File: src/rtl/conv1d_pkg.sv
// Shared constants, config bundle and saturation helper
// for the conv1d requantise/pack block.
package conv1d_pkg;

  localparam int DEPTH_DEF = 16;
  localparam int LANE_W    = 8;
  localparam int LANES     = 4;

  localparam logic [1:0] CFG_BIAS  = 2'd0;
  localparam logic [1:0] CFG_MULT  = 2'd1;
  localparam logic [1:0] CFG_SHIFT = 2'd2;
  localparam logic [1:0] CFG_ACT   = 2'd3;

  typedef struct packed {
    logic signed [31:0] bias;
    logic signed [31:0] mult;
    logic        [5:0]  shift;
    logic signed [8:0]  offset;
    logic signed [7:0]  act_min;
    logic signed [7:0]  act_max;
  } cfg_t;

  localparam cfg_t CFG_RST = '{
    bias:    32'h0,
    mult:    32'h1,
    shift:   6'h0,
    offset:  9'h0,
    act_min: 8'h80,
    act_max: 8'h7f
  };

  function automatic logic [LANE_W-1:0] sat8(
    input logic signed [66:0] v,
    input logic signed [7:0]  lo,
    input logic signed [7:0]  hi
  );
    logic signed [66:0] l;
    logic signed [66:0] h;
    l = {{59{lo[7]}}, lo};
    h = {{59{hi[7]}}, hi};
    if (v < l)      sat8 = lo;
    else if (v > h) sat8 = hi;
    else            sat8 = v[7:0];
  endfunction

endpackage

File: src/rtl/conv1d_requant_packer_if.sv
// Valid/ready stream used for the accumulator input
// and the packed-word output.
interface conv1d_stream_if #(
  parameter int W = 32
) ();
  logic         valid;
  logic         ready;
  logic [W-1:0] data;

  modport master (
    output valid,
    output data,
    input  ready
  );

  modport slave (
    input  valid,
    input  data,
    output ready
  );
endinterface

File: src/rtl/conv1d_out_fifo.sv
// Synchronous first-word-fall-through FIFO;
// push into a full FIFO succeeds only alongside a pop.
module conv1d_out_fifo #(
  parameter int DEPTH = 16,
  parameter int W     = 32
) (
  input  logic                       clk,
  input  logic                       reset,
  input  logic                       push,
  input  logic [W-1:0]               din,
  input  logic                       pop,
  output logic [W-1:0]               dout,
  output logic                       full,
  output logic                       empty,
  output logic [$clog2(DEPTH):0]     count
);
  localparam int AW = $clog2(DEPTH);

  logic [W-1:0] mem [DEPTH];
  logic [AW:0]  wp;
  logic [AW:0]  rp;
  logic         do_push;
  logic         do_pop;

  assign count   = wp - rp;
  assign empty   = (count == '0);
  assign full    = (count == (AW+1)'(DEPTH));
  assign do_pop  = pop & ~empty;
  assign do_push = push & (~full | do_pop);
  assign dout    = mem[rp[AW-1:0]];

  always_ff @(posedge clk) begin
    if (reset) begin
      wp <= '0;
      rp <= '0;
    end else begin
      if (do_push) wp <= wp + 1'b1;
      if (do_pop)  rp <= rp + 1'b1;
    end
  end

  always_ff @(posedge clk) begin
    if (do_push) mem[wp[AW-1:0]] <= din;
  end

endmodule

File: src/rtl/conv1d_requant_packer.sv
// Three-stage int32 -> int8 requantiser feeding a
// four-lane byte packer and an output word FIFO.
module conv1d_requant_packer
  import conv1d_pkg::*;
#(
  parameter int DEPTH = DEPTH_DEF
) (
  input  logic             clk,
  input  logic             reset,
  conv1d_stream_if.slave   acc,
  conv1d_stream_if.master  res,
  input  logic             flush,
  input  logic             cfg_we,
  input  logic [1:0]       cfg_addr,
  input  logic [31:0]      cfg_data,
  output logic             busy,
  output logic             cfg_err
);
  localparam int CW = $clog2(DEPTH) + 1;

  cfg_t cfg;

  logic stall;
  logic flush_pend;
  logic flush_req;

  logic               s1_v, s1_f;
  logic signed [32:0] s1_sum;
  logic               s2_v, s2_f;
  logic signed [65:0] s2_r;
  logic               s3_v, s3_f;
  logic [7:0]         s3_b;

  logic [2:0]              cnt;
  logic [LANES-1:0][7:0]   lanes;
  logic                    pk_v;
  logic [31:0]             pk_word;

  logic          f_full;
  logic          f_empty;
  logic [CW-1:0] f_count;

  logic signed [32:0] sum_c;
  logic signed [65:0] op_a, op_b, prod, rnd, r_c;
  logic signed [66:0] v_c;
  logic [7:0]         byte_c;

  logic [LANES-1:0][7:0] nl;
  logic [2:0]            nn;
  logic                  emit;

  // A completed word blocks only if it cannot leave this cycle.
  assign stall     = pk_v & f_full & ~res.ready;
  assign acc.ready = ~stall;
  assign flush_req = flush | flush_pend;

  always_comb begin
    sum_c  = {acc.data[31], acc.data} + {cfg.bias[31], cfg.bias};
    op_a   = {{33{s1_sum[32]}}, s1_sum};
    op_b   = {{34{cfg.mult[31]}}, cfg.mult};
    prod   = op_a * op_b;
    rnd    = '0;
    if (cfg.shift != 6'd0) rnd = 66'sd1 <<< (cfg.shift - 6'd1);
    r_c    = (prod + rnd) >>> cfg.shift;
    v_c    = {s2_r[65], s2_r} + {{58{cfg.offset[8]}}, cfg.offset};
    byte_c = sat8(v_c, cfg.act_min, cfg.act_max);
  end

  always_comb begin
    nl = lanes;
    nn = cnt;
    if (s3_v) begin
      nl[cnt[1:0]] = s3_b;
      nn           = cnt + 3'd1;
    end
    emit = (nn == 3'd4) | (s3_f & (nn != 3'd0));
  end

  always_ff @(posedge clk) begin
    if (reset) begin
      cfg     <= CFG_RST;
      cfg_err <= 1'b0;
    end else begin
      cfg_err <= cfg_we & busy;
      if (cfg_we & ~busy) begin
        unique case (1'b1)
          (cfg_addr == CFG_BIAS):  cfg.bias  <= cfg_data;
          (cfg_addr == CFG_MULT):  cfg.mult  <= cfg_data;
          (cfg_addr == CFG_SHIFT): cfg.shift <= cfg_data[5:0];
          (cfg_addr == CFG_ACT): begin
            cfg.offset  <= cfg_data[8:0];
            cfg.act_min <= cfg_data[23:16];
            cfg.act_max <= cfg_data[31:24];
          end
          default: ;
        endcase
      end
    end
  end

  always_ff @(posedge clk) begin
    if (reset) begin
      flush_pend <= 1'b0;
      s1_v <= 1'b0; s1_f <= 1'b0; s1_sum <= '0;
      s2_v <= 1'b0; s2_f <= 1'b0; s2_r   <= '0;
      s3_v <= 1'b0; s3_f <= 1'b0; s3_b   <= '0;
      cnt  <= '0;
      lanes <= '0;
      pk_v <= 1'b0;
      pk_word <= '0;
    end else if (stall) begin
      flush_pend <= flush_pend | flush;
    end else begin
      flush_pend <= 1'b0;
      s1_v   <= acc.valid;
      s1_f   <= flush_req;
      s1_sum <= sum_c;
      s2_v   <= s1_v;
      s2_f   <= s1_f;
      s2_r   <= r_c;
      s3_v   <= s2_v;
      s3_f   <= s2_f;
      s3_b   <= byte_c;
      pk_v   <= emit;
      if (emit) begin
        pk_word <= nl;
        cnt     <= '0;
        lanes   <= '0;
      end else begin
        cnt   <= nn;
        lanes <= nl;
      end
    end
  end

  conv1d_out_fifo #(
    .DEPTH (DEPTH),
    .W     (32)
  ) u_fifo (
    .clk   (clk),
    .reset (reset),
    .push  (pk_v & ~stall),
    .din   (pk_word),
    .pop   (res.ready),
    .dout  (res.data),
    .full  (f_full),
    .empty (f_empty),
    .count (f_count)
  );

  assign res.valid = ~f_empty;

  assign busy = s1_v | s1_f | s2_v | s2_f | s3_v | s3_f |
                flush_pend | (cnt != 3'd0) | pk_v |
                (f_count != '0);

endmodule

File: src/flat_wrapper.sv
// flat-port wrapper written by rule: the top's interface ports become plain ports
module conv1d_requant_packer_flat import conv1d_pkg::*;
#(
  parameter int DEPTH = DEPTH_DEF
)
  (clk, reset, flush, cfg_we, cfg_addr, cfg_data, busy, cfg_err, acc_valid, acc_data, acc_ready, res_valid, res_data, res_ready);
  conv1d_stream_if #(.W(32)) acc_i ();
  conv1d_stream_if #(.W(32)) res_i ();
  input  logic clk;
  input  logic reset;
  input  logic flush;
  input  logic cfg_we;
  input  logic [1:0] cfg_addr;
  input  logic [31:0] cfg_data;
  output logic busy;
  output logic cfg_err;
  input wire logic [$bits(acc_i.valid)-1:0] acc_valid;
  input wire logic [$bits(acc_i.data)-1:0] acc_data;
  output wire logic [$bits(acc_i.ready)-1:0] acc_ready;
  output wire logic [$bits(res_i.valid)-1:0] res_valid;
  output wire logic [$bits(res_i.data)-1:0] res_data;
  input wire logic [$bits(res_i.ready)-1:0] res_ready;
  assign acc_i.valid = acc_valid;
  assign acc_i.data = acc_data;
  assign acc_ready = acc_i.ready;
  assign res_valid = res_i.valid;
  assign res_data = res_i.data;
  assign res_i.ready = res_ready;
  conv1d_requant_packer #(.DEPTH(DEPTH)) u_core (.clk(clk), .reset(reset), .acc(acc_i), .res(res_i), .flush(flush), .cfg_we(cfg_we), .cfg_addr(cfg_addr), .cfg_data(cfg_data), .busy(busy), .cfg_err(cfg_err));
endmodule
File: config.mk
export PLATFORM = sky130hd
export DESIGN_NAME = conv1d_requant_packer_flat
export DESIGN_NICKNAME = d
export VERILOG_FILES = /design/src/rtl/conv1d_pkg.sv /design/src/rtl/conv1d_requant_packer_if.sv /design/src/rtl/conv1d_out_fifo.sv /design/src/rtl/conv1d_requant_packer.sv /design/src/flat_wrapper.sv
export SDC_FILE = /design/constraint.sdc
export NUM_CORES = 2
export LEC_CHECK = 0
export CORE_UTILIZATION = 35
export CTS_CLUSTER_SIZE = 24
export DETAILED_ROUTE_END_ITERATION = 10
export HOLD_SLACK_MARGIN = 0.02
export PLACE_DENSITY = 0.56
export SLEW_MARGIN = 15
export SYNTH_ARGS = -nofsm -noshare
export SYNTH_HDL_FRONTEND = slang
export SYNTH_SLANG_ARGS = --single-unit
File: constraint.sdc
create_clock -name clk -period 34 [get_ports clk]
set_input_delay 6.8 -clock clk [delete_from_list [all_inputs] [get_ports clk]]
set_output_delay 6.8 -clock clk [all_outputs]
set_load 0.05 [all_outputs]
## Yosys cells after proc, flatten, opt, wreduce, memory -nomap -nowiden

Memories as Yosys holds them, arrays and structs flattened. A register that Yosys moved wholly into a read port is not among the register bits.
Index checks and enable logic that the tools add are counted.

- $add $sub $neg: 8
- Multipliers: 1
- Magnitude comparators: 4
- Equality and inequality tests: 5
- Shift operators: 2
- Mux-type cells: 14
- Bitwise operators: 25
- Reduce and logical (&&, ||, !) cells: 13

Operator list:

| kind | count |
|---|---|
| 66-bit by 9-bit adder with 67-bit output | 1 |
| 67-bit by 8-bit greater-than comparator with 1-bit output | 1 |
| 67-bit by 8-bit < comparator with 1-bit output | 1 |
| 66-bit adder | 1 |
| 66-bit 2-to-1 mux | 1 |
| 2-bit by 6-bit <<< shifter with 66-bit output (first input constant) | 1 |
| 66-bit by 6-bit >>> shifter with 66-bit output | 1 |
| 33-bit by 32-bit multiplier with 65-bit output | 1 |
| 32-bit 2-to-1 mux | 2 |
| 32-bit by 32-bit adder with 33-bit output | 1 |
| 32-bit bitwise mux | 1 |
| 8-bit 2-to-1 mux | 3 |
| 8-bit demux with 2-bit select | 1 |
| 1-bit OR | 12 |
| 5-bit by 1-bit adder with 5-bit output (second input constant) | 2 |
| 2-bit AND reduction | 5 |
| 1-bit AND | 8 |
| 4-bit 2-to-1 mux | 2 |
| 3-bit 2-to-1 mux | 2 |
| 3-bit nonzero test | 2 |
| 6-bit nonzero test | 1 |
| 6-bit by 1-bit subtractor with 6-bit output (second input constant) | 1 |
| 5-bit == test (second input constant) | 1 |
| 5-bit zero test | 1 |
| 13 further kinds | 19 |

- Bits in registers: 288
- RAM bits: 512
- Bits of input ports: 72
- Output and inout bits: 36
- Logic and storage cells: 99
- Memories: 1

Memory list:

| memory | words | width | rd ports | clocked after memory_dff | write ports | RTL line | RTL |
|---|---|---|---|---|---|---|---|
| u_core.u_fifo.mem | 16 | 32 | 1 | 1 | 1 | conv1d_out_fifo.sv:19 | `logic [W-1:0] mem [DEPTH];` |

## Depth between registers and ports, before layout

- Depth in word-level cells: 12
- Gate-level depth with buffers: 46
- Mapped depth without buffers: 43

## Cells and area by module

From an unflattened synthesis, not the netlist that was laid out.

- Cells, all modules: 8,277
- Area, all modules: 84,731.3 um^2

Modules (own cells, without submodules):

| module | times used | cells an instance | area an instance (um^2) |
|---|---|---|---|
| conv1d_requant_packer | 1 | 7,458 | 64,639.5 |
| conv1d_out_fifo | 1 | 819 | 20,091.8 |

## Worst setup path before layout

Ideal clock, no wire load.

- Path type: input-to-output
- Start point: input res_ready
- End point: output acc_ready
- Arrival: 8,120 ps
- Setup slack: 19,080 ps
- Cell stages on the path: 5
- Cells stage by stage: nor4b_1 > inv_1 > clkbuf_1 > clkbuf_1 > clkbuf_1

- Word-level cells in the longest chain between the ends: 3

Ends and longest elaborated chain:

| item | RTL line | RTL |
|---|---|---|
| from (decl) | flat_wrapper.sv:22 | `input wire logic [$bits(res_i.ready)-1:0] res_ready;` |
| 1-bit NOT | conv1d_requant_packer.sv:53 | `assign stall = pk_v & f_full & ~res.ready;` |
| 1-bit AND | conv1d_requant_packer.sv:53 |  |
| 1-bit NOT (no source line) | n/a |  |
| to (decl) | flat_wrapper.sv:19 | `output wire logic [$bits(acc_i.ready)-1:0] acc_ready;` |

No other way between the ends.

## Worst setup path after layout

Ends and elaborated chain as after synthesis.

==> impl_metrics.env <==
export IMPL_numCtsBuffers=84
export IMPL_path_class="input port to output pin"
export IMPL_slew_viol_final=0
export IMPL_slowest_delay_ns=0.76
export IMPL_antenna_found_initial=13
export IMPL_cpMostUsedCell="clkdlybuf4s50_1"
export IMPL_synth_top_cell_area_share_pct=26.44
export IMPL_ys_types=103
export IMPL_fp_row_count=179
export IMPL_dp_final_hpwl_mm=193.5
export IMPL_finClkSkew_ns=0.05302
export IMPL_power_leakage_nw=39.51
export IMPL_synth_area_per_cell_um2=10.01
export IMPL_max_slew_worst_pin_slew_ns=1.187
export IMPL_holdBufCountCts=0
export IMPL_grt_max_degree=100
export IMPL_htree_levels=3
export IMPL_hold_worst_slack_ns=0.4558
export IMPL_die_area_um2=243200
export IMPL_die_w_um=493.1
export IMPL_drive_gt1_share_pct=7.020
export IMPL_wl_mm=253.6
export IMPL_drc=0
export IMPL_setup_viol=0
export IMPL_synth_area_leaders="fa_1 (26%), edfxtp_1 (18%), ha_1 (7.4%), dfxtp_1 (6.9%), mux4_2 (5.0%)"
export IMPL_fin_crit_sh_pct=45.77
export IMPL_syn_inst=8431
export IMPL_area_growth_pct=8.546
export IMPL_drt_iter0_drc=5002
export IMPL_slowest_stage="clkdlybuf4s50_1"
export IMPL_hold_viol_final=0
export IMPL_critPathRequiredTime_ns=27.20
export IMPL_fin_tns_setup_ns=0
export IMPL_grt_first_pass_wirelength_mm=393.9
export IMPL_synthFlopType="edfxtp_1"
export IMPL_vdd_drop_max_mv=0.05006
export IMPL_rsz0062_at_grt="no"
export IMPL_clock_fmax_mhz=64.27
export IMPL_io_pins=108
export IMPL_clkLatencyLatePin_ns=0.73
export IMPL_synth_edf_count=512
export IMPL_fin_util_pct=38.38
export IMPL_synth_top_family_by_area="adder cells"
export IMPL_synthAdderAreaFrac_pct=33.79
export IMPL_critPathBufInv=4
export IMPL_slew_headroom_pct=20.89
export IMPL_synth_warnings=0
export IMPL_seq_area_frac_synth_pct=25.14
export IMPL_syn_nets=10110
export IMPL_critPathTopFamily="buffers and inverters"
export IMPL_crit_fanout=16
export IMPL_postCtsSetupRepairBufs=0
export IMPL_viasPerCell=5.417
export IMPL_avgRoutedWirePerCell_um=22.02
export IMPL_start_util_pct=35.36
export IMPL_gp_congestion=0.9353
export IMPL_drv_cap=0
export IMPL_cts_tree="done"
export IMPL_core_um2=238700
export IMPL_numClockSinks=804
export IMPL_placed_area_um2=88730
export IMPL_antenna_left=0
export IMPL_synthXorXnorAreaFrac_pct=2.205
export IMPL_arrival_ns=8.76
export IMPL_final_nets=9960
export IMPL_vias=62380
export IMPL_yosys_register_bits=804
export IMPL_synth_area_um2=84420
export IMPL_crit_path_cell_trace="clkdlybuf4s50_1 > nor4b_2 > buf_4 > inv_4 > clkdlybuf4s50_1"
export IMPL_port_buffers=107
export IMPL_track_usage_pct=21.02
export IMPL_min_path_type="flop to flop"
export IMPL_muxShareOfSynthArea_pct=6.533
export IMPL_cts_resized=0
export IMPL_cellPowerDensity_nw_per_um2=41.14
export IMPL_grt_pass1_vias=63950
export IMPL_clk_pin_slew_ns=0.06
export IMPL_yosys_area_share_simple_pct=14.38
export IMPL_grt_overflow=0
export IMPL_yosysTopAreaCell="fa_1"
export IMPL_worst_setup_path_end_kind="output pin"
export IMPL_synth_compound_area_share_pct=11.19
export IMPL_min_period_ns=15.56
export IMPL_ctsLongestPathBuffers=3
export IMPL_first_pass_iters=8
export IMPL_crit_path_start_kind="input port"
export IMPL_cts_root_buffer_cell="clkbuf_16"
export IMPL_status="completed"
export IMPL_fin_area_um2=91630
export IMPL_die_y_um=493.1
export IMPL_async_reset_ff_share_pct=0
## worst min-delay path, stage by stage, from the launching register on
cell and delay [ns]:
dfxtp_1 0.31, nand2_1 0.05, a21oi_1 0.05
## routing by layer
metal	vias up	part of all wire (%)	GRT usage [%]
met2	1807	48	35.07
met3	327	5.4	2.556
li1	28060	-	-
met5	-	0.0028	0
met1	32180	43	28.23
met4	2	3.7	6.995
## sequential cells by signal, indices dropped and copies added, names as in the netlist, 3 cells and up, named ones only
signal and flops:
u_core.cnt 3, u_core.u_fifo.mem 512, u_core.u_fifo.wp 5, u_core.pk_word 32
u_core.u_fifo.rp 5, u_core.lanes 32, u_core.s2_r 66, u_core.s3_b 8
u_core.s1_sum 33, u_core.cfg 95
## logic make-up after synthesis
logic type / count (synthesis)
flops: 804
compound gates: 1420
mux: 311
xor+xnor: 211
fa+ha+maj: 1611
buf+inv: 1508
simple gates: 2566
## where the power goes
| part | switching (W) | total [W] | internal (W) |
|---|---|---|---|
| registers | 0.0000906 | 0.00116 | 0.00107 |
| clock network | 0.000420 | 0.000958 | 0.000538 |
| logic | 0.00101 | 0.00165 | 0.000639 |
## cell usage after synthesis (14+ instances only)
cell type	count
mux2i_1	92
and3_1	38
o31ai_1	18
a311oi_1	43
nand2b_1	53
a41oi_1	14
and2_1	533
a31oi_1	38
a21o_1	182
a211o_1	18
o21ai_0	198
nor2_1	438
nand2_1	1090
nor4_1	22
buf_1	33
buf_2	21
xor2_1	67
fa_1	1115
mux2_2	30
mux4_2	189
o221a_2	14
ha_1	496
edfxtp_1	512
dfxtp_1	292
a21oi_1	439
o21ai_1	22
nand3_1	89
o21bai_1	32
nor2b_1	40
a211oi_1	62
o21a_1	47
a221oi_1	15
nor3_1	91
clkbuf_1	399
a22oi_1	44
o211ai_1	60
nand4_1	73
inv_1	1043
xnor2_1	143
or3_1	27
and4_1	14
## cells in the final DEF (no fill, tap or decap), types with 18 or more instances in the layout
cell,netlist,layout
and3_1,38,38
o31ai_1,18,18
mux2i_1,92,92
a211oi_1,62,61
dfxtp_1,292,254
o21a_1,47,47
a21oi_1,439,438
nand2b_1,53,53
nand4_1,73,73
dfxtp_2,0,36
o211ai_1,60,60
ha_1,496,496
or3_1,27,26
nand2_1,1090,1090
nor4_1,22,22
edfxtp_1,512,512
clkbuf_1,399,20
o21ai_1,22,22
a31oi_1,38,38
a21o_1,182,182
mux4_2,189,189
mux2_2,30,30
a22oi_1,44,44
nand3_1,89,89
o21bai_1,32,32
and2_1,533,532
o21ai_0,198,198
clkdlybuf4s50_1,0,106
fa_1,1115,1115
xor2_1,67,67
inv_1,1043,1037
clkbuf_16,0,85
a311oi_1,43,43
nor3_1,91,86
nor2b_1,40,38
buf_4,3,109
nor2_1,438,425
xnor2_1,143,143
a211o_1,18,18
## cell type report
| class | instances | area [µm²] |
|---|---|---|
| fillers | 23600 | 147100 |
| multi-input cells | 6119 | 57640 |
| flip-flops and latches | 804 | 21270 |
| well taps | 3167 | 3963 |
| inverters | 1051 | 3948 |
| clock buffers | 115 | 2340 |
| repair buffers | 217 | 1913 |
| clock inverters | 42 | 551.8 |
| diodes | 1 | 2.502 |
## final timing paths
check | startpoint | to | slack [ns] | cells past startpoint
setup / recovery | res_ready | acc_ready | 18.44 | 5
hold / removal | u_core.cfg[47]$_SDFFE_PP0P_ | u_core.cfg[47]$_SDFFE_PP0P_ | 0.46 | 2
setup reg to reg | u_core.s1_sum[4]$_SDFFE_PP0N_ | u_core.s2_r[43]$_SDFFE_PP0N_ | 20.70 | 39
hold reg to reg | u_core.cfg[47]$_SDFFE_PP0P_ | u_core.cfg[47]$_SDFFE_PP0P_ | 0.46 | 2
## stage by stage
| step | std cells | setup WS [ns] | power, W |
|---|---|---|---|
| finish | 11520 | 18.44 | 0.003770 |
| global route | 11520 | 18.30 | 0.003983 |
| CTS | 11520 | 18.40 | 0.003783 |
| detailed placement | 11360 | 18.42 | 0.002813 |
| global placement | 11360 | 18.39 | 0.002793 |
| floorplan | 8431 | 19.08 | 0.002302 |
Note: power is estimated with default switching activity, not from simulation.
